--- config.mk ---
export PLATFORM = sky130hd
export DESIGN_NAME = toggle_pulse_receiver
export DESIGN_NICKNAME = d
export VERILOG_FILES = /design/src/rtl/toggle_pulse_receiver.sv
export SDC_FILE = /design/constraint.sdc
export NUM_CORES = 1
export LEC_CHECK = 0
export ABC_CLOCK_PERIOD_IN_PS = 1400
export CAP_MARGIN = 20
export CORE_AREA = 2 2 42 44
export CTS_CLUSTER_DIAMETER = 30
export CTS_CLUSTER_SIZE = 25
export DETAILED_ROUTE_END_ITERATION = 7
export DIE_AREA = 0 0 44 46
export DONT_BUFFER_PORTS = 1
export GPL_TIMING_DRIVEN = 0
export PLACE_DENSITY = 0.73
export SYNTH_ARGS = -nofsm -noshare
export SYNTH_HDL_FRONTEND = slang
export SYNTH_SLANG_ARGS = --single-unit
--- constraint.sdc ---
create_clock -name clk -period 1.4 [get_ports clk]
set_input_delay 0.21 -clock clk [delete_from_list [all_inputs] [get_ports clk]]
set_output_delay 0.21 -clock clk [all_outputs]
set_load 0.03 [all_outputs]
--- src/rtl/toggle_pulse_receiver.sv ---
`default_nettype none
// ============================================================================
// Module   : toggle_pulse_receiver
// Brief    : Two-phase (toggle) link receiver with one-word valid/ready buffer,
//            toggle acknowledge, event counter and sticky overrun flag.
// Revision : 1.0 - initial release
// ============================================================================
module toggle_pulse_receiver #(
    parameter int WIDTH       = 8,
    parameter int SYNC_STAGES = 2,
    parameter int COUNT_W     = 4
) (
    input  logic               clk,
    input  logic               reset,
    input  logic               req_tog,
    input  logic [WIDTH-1:0]   data_in,
    input  logic               out_ready,
    output logic               out_valid,
    output logic [WIDTH-1:0]   data_out,
    output logic               pulse,
    output logic               ack_tog,
    output logic [COUNT_W-1:0] event_count,
    output logic               overrun
);

    typedef enum logic [0:0] {
        EMPTY = 1'b0,
        FULL  = 1'b1
    } state_t;

    state_t                   r_state;
    logic [SYNC_STAGES-1:0]   r_sync;
    logic                     r_req_d;
    logic                     r_pulse;
    logic                     r_valid;
    logic [WIDTH-1:0]         r_data;
    logic                     r_ack;
    logic [COUNT_W-1:0]       r_count;
    logic                     r_overrun;
    logic                     w_req_s;
    logic                     w_edge;

    assign w_req_s = r_sync[SYNC_STAGES-1];
    assign w_edge  = w_req_s ^ r_req_d;

    always_ff @(posedge clk or negedge reset) begin
        if (!reset) begin
            r_sync    <= '0;
            r_req_d   <= 1'b0;
            r_pulse   <= 1'b0;
            r_valid   <= 1'b0;
            r_data    <= '0;
            r_ack     <= 1'b0;
            r_count   <= '0;
            r_overrun <= 1'b0;
            r_state   <= EMPTY;
        end else begin
            r_sync  <= {r_sync[SYNC_STAGES-2:0], req_tog};
            r_req_d <= w_req_s;
            r_pulse <= w_edge;
            // Counts every detected event, dropped ones included.
            if (w_edge) begin
                r_count <= r_count + 1'b1;
            end
            case (r_state)
                EMPTY: begin
                    if (w_edge) begin
                        r_data  <= data_in;
                        r_valid <= 1'b1;
                        r_state <= FULL;
                    end
                end
                FULL: begin
                    if (out_ready) begin
                        // Consumption acknowledges; a coinciding event refills.
                        r_ack <= ~r_ack;
                        if (w_edge) begin
                            r_data <= data_in;
                        end else begin
                            r_valid <= 1'b0;
                            r_state <= EMPTY;
                        end
                    end else if (w_edge) begin
                        r_overrun <= 1'b1;
                    end
                end
                default: begin
                    r_state <= EMPTY;
                end
            endcase
        end
    end

    assign out_valid   = r_valid;
    assign data_out    = r_data;
    assign pulse       = r_pulse;
    assign ack_tog     = r_ack;
    assign event_count = r_count;
    assign overrun     = r_overrun;

endmodule
`default_nettype wire

==> metrics.txt <==
minimum clock period=1.39 ns; clk slew on worst S/H paths=0.11 ns; die area=2020 µm²; Syn Area/Cell=16.0 µm²; clk_lat worst skew=0.29 ns; Synth Area in Compound Gates=5.09%; Synth Area in Simple Gates=3.57%; Fin Hold WS=0.0601 ns; register area=503 µm²; Post-layout nets=68; critical path class=register to register; Fin. Hold Viols=0; Synth Warn #=0; GRT Total Usage=12.2%; skew final=0.00278 ns; post-synthesis sequential area ratio=67.9%; DR vias=379; Critical Path RT=1.58 ns; synth unique cells=14; Rel. slew slack=41.5%; GPL Wtd Cong=0.652; Routed Antenna Nets=0; Final setup viols=0; Worst setup EP type=register; most frequent cells in the layout=dfrtp_1, mux2_4, xnor2_1, clkbuf_4; Tcrit/Tclk final=99.3%; synthesized net count=59; DPL Wire Length=718 µm; drt drc=0; first-pass GRT wire length=1680 µm; CP startpoint kind=register; DR pass1 iterations=3; IO Port Bufs=0; CTS Root Cell=clkbuf_4; fraction of layout cells with a size suffix above 1=38.9%; core area=1610 µm²; CTS tree=yes; Die X=44 µm; Iter 0 DRT Violations=2; post-route cell area=902 µm²; Max-Cap Viols=0; CP Data Arrival Time=1.57 ns; Crit Path Max Fanout=8; IO Count=28; cells after synthesis=46; mux contribution to synthesized area=13.8%; Die Y=46 µm; Max VDD drop=0.000967 V; Hold Crit Class=input port to register; Power Density=2050 nW/µm²; Layout area overhead=22.4%; placed cell area=758 µm²; largest net degree at the start of global routing=21; multi-input logic area=270 µm²; CTS Buf Count=3; grt total ovfl=0; drt total wl=1080 µm; per-cell routed wire length=15.2 µm; status=finished, final reports clean; ANT cells=0; H-tree depth=1; initial antenna violation count=0; commonest non-fill, non-tap cell in the layout=dfrtp_1; XOR/XNOR Fraction of Synth Area=6.96%; Peak Freq=720 MHz; leakage=0.405 nW; main combinational cell family by area after synthesis=multiplexers; Layout Utilization=55.9%; unrepaired setup endpoints after global routing=yes; Syn Std Cell Area=737 µm²; vias in the first global route=393; Post-Synth Adder-Cell Area=1.70%; number of synthesized register bits=20; Starting Density=45.7%; fill count=140; Via density=5.34; fin. max-slew vios=0; FP Rows=15; worst slew pin tran=0.874 ns; Max clock buf depth=2; clock sink count=20
cell families after synthesis:
group                      Yosys count
DFF                                 20
muxes                                9
xor gates and xnor gates             5
and+or+nand+nor                      5
AOI/OAI and AO/OA                    4
buffers and inverters                2
adders and majority gates            1
synthesized netlist by cell type:
library cell	instances	share of area, %
or2_2	1	0.85
xor2_2	1	2.2
inv_1	2	1.0
nor2b_1	1	0.85
dfrtp_1	20	68
xor2_1	1	1.2
a21boi_4	1	2.5
nand2_1	2	1.0
xnor2_1	3	3.6
a21oi_1	2	1.4
nand4_1	1	0.85
ha_1	1	1.7
mux2_2	9	14
a21o_2	1	1.2
power by group:
part | switching, mW | internal [mW]
Combinational | 0.0935 | 0.184
Sequential | 0.401 | 0.718
Clock | 0.162 | 0.289
Total | 0.656 | 1.19
flip-flops by register name (all words and copies together) (netlist names):
signal       flops
overrun          1
r_sync           2
r_req_d          1
out_valid        1
ack_tog          1
r_state          1
event_count      4
pulse            1
data_out         8
per-stage QoR:
| step | worst slack, ns | cells | setup TNS [ns] | power (mW) |
|---|---|---|---|---|
| floorplan | -0.0954 | 46 | -0.763 | 1.29 |
| global placement | -0.241 | 63 | -1.91 | 1.33 |
| detailed placement | -0.256 | 63 | -1.99 | 1.34 |
| CTS | -0.0191 | 71 | -0.0904 | 1.85 |
| global route | -0.0459 | 71 | -0.331 | 1.97 |
| finish | 0.0105 | 71 | 0 | 1.85 |
final cells by class:
type,count,area share (%)
clock buffer,3,2.50
tap,17,2.36
sequential,20,55.8
clock inverter,1,3.33
timing repair buffer,4,5.27
multi-input combinational,24,30.0
inverter,2,0.832
path summary, 6_finish.rpt:
check	start	to	slack (ns)	depth (start not counted)
setup / recovery	r_req_d$_DFF_PN0_	data_out[7]$_DFFE_PN0P_	0.01	4
hold / removal	data_in[1]	data_out[1]$_DFFE_PN0P_	0.06	1
setup reg to reg	r_req_d$_DFF_PN0_	data_out[7]$_DFFE_PN0P_	0.01	4
hold reg to reg	r_sync[0]$_DFF_PN0_	r_sync[1]$_DFF_PN0_	0.36	0
max in group asynchronous	reset	r_req_d$_DFF_PN0_	0.34	1
min in group asynchronous	reset	event_count[3]$_DFFE_PN0P_	0.47	1
routing by layer:
metal | track usage, % | part of all wire, % | up-vias
li1 | - | - | 170
met1 | 13.6 | 44 | 192
met2 | 17.9 | 47 | 15
met3 | 5.95 | 6.7 | 2
met4 | 9.09 | 1.6 | 0
met5 | 0 | 0 | -
timing repair:
action	4_1_cts	5_1_grt
pin swaps	1	1
resized for setup	4	7
setup buffers	2	0
hold buffers	2	0
endpoints found under the hold margin	21	0
endpoints found under the setup margin	8	8
worst max-delay path: stages (launching register included):
cell      delay [ns]
dfrtp_2         0.45
xor2_4          0.17
a21boi_4        0.21
buf_12          0.15
mux2_4          0.30
No activity file was read; power rests on OpenSTA's default activity.
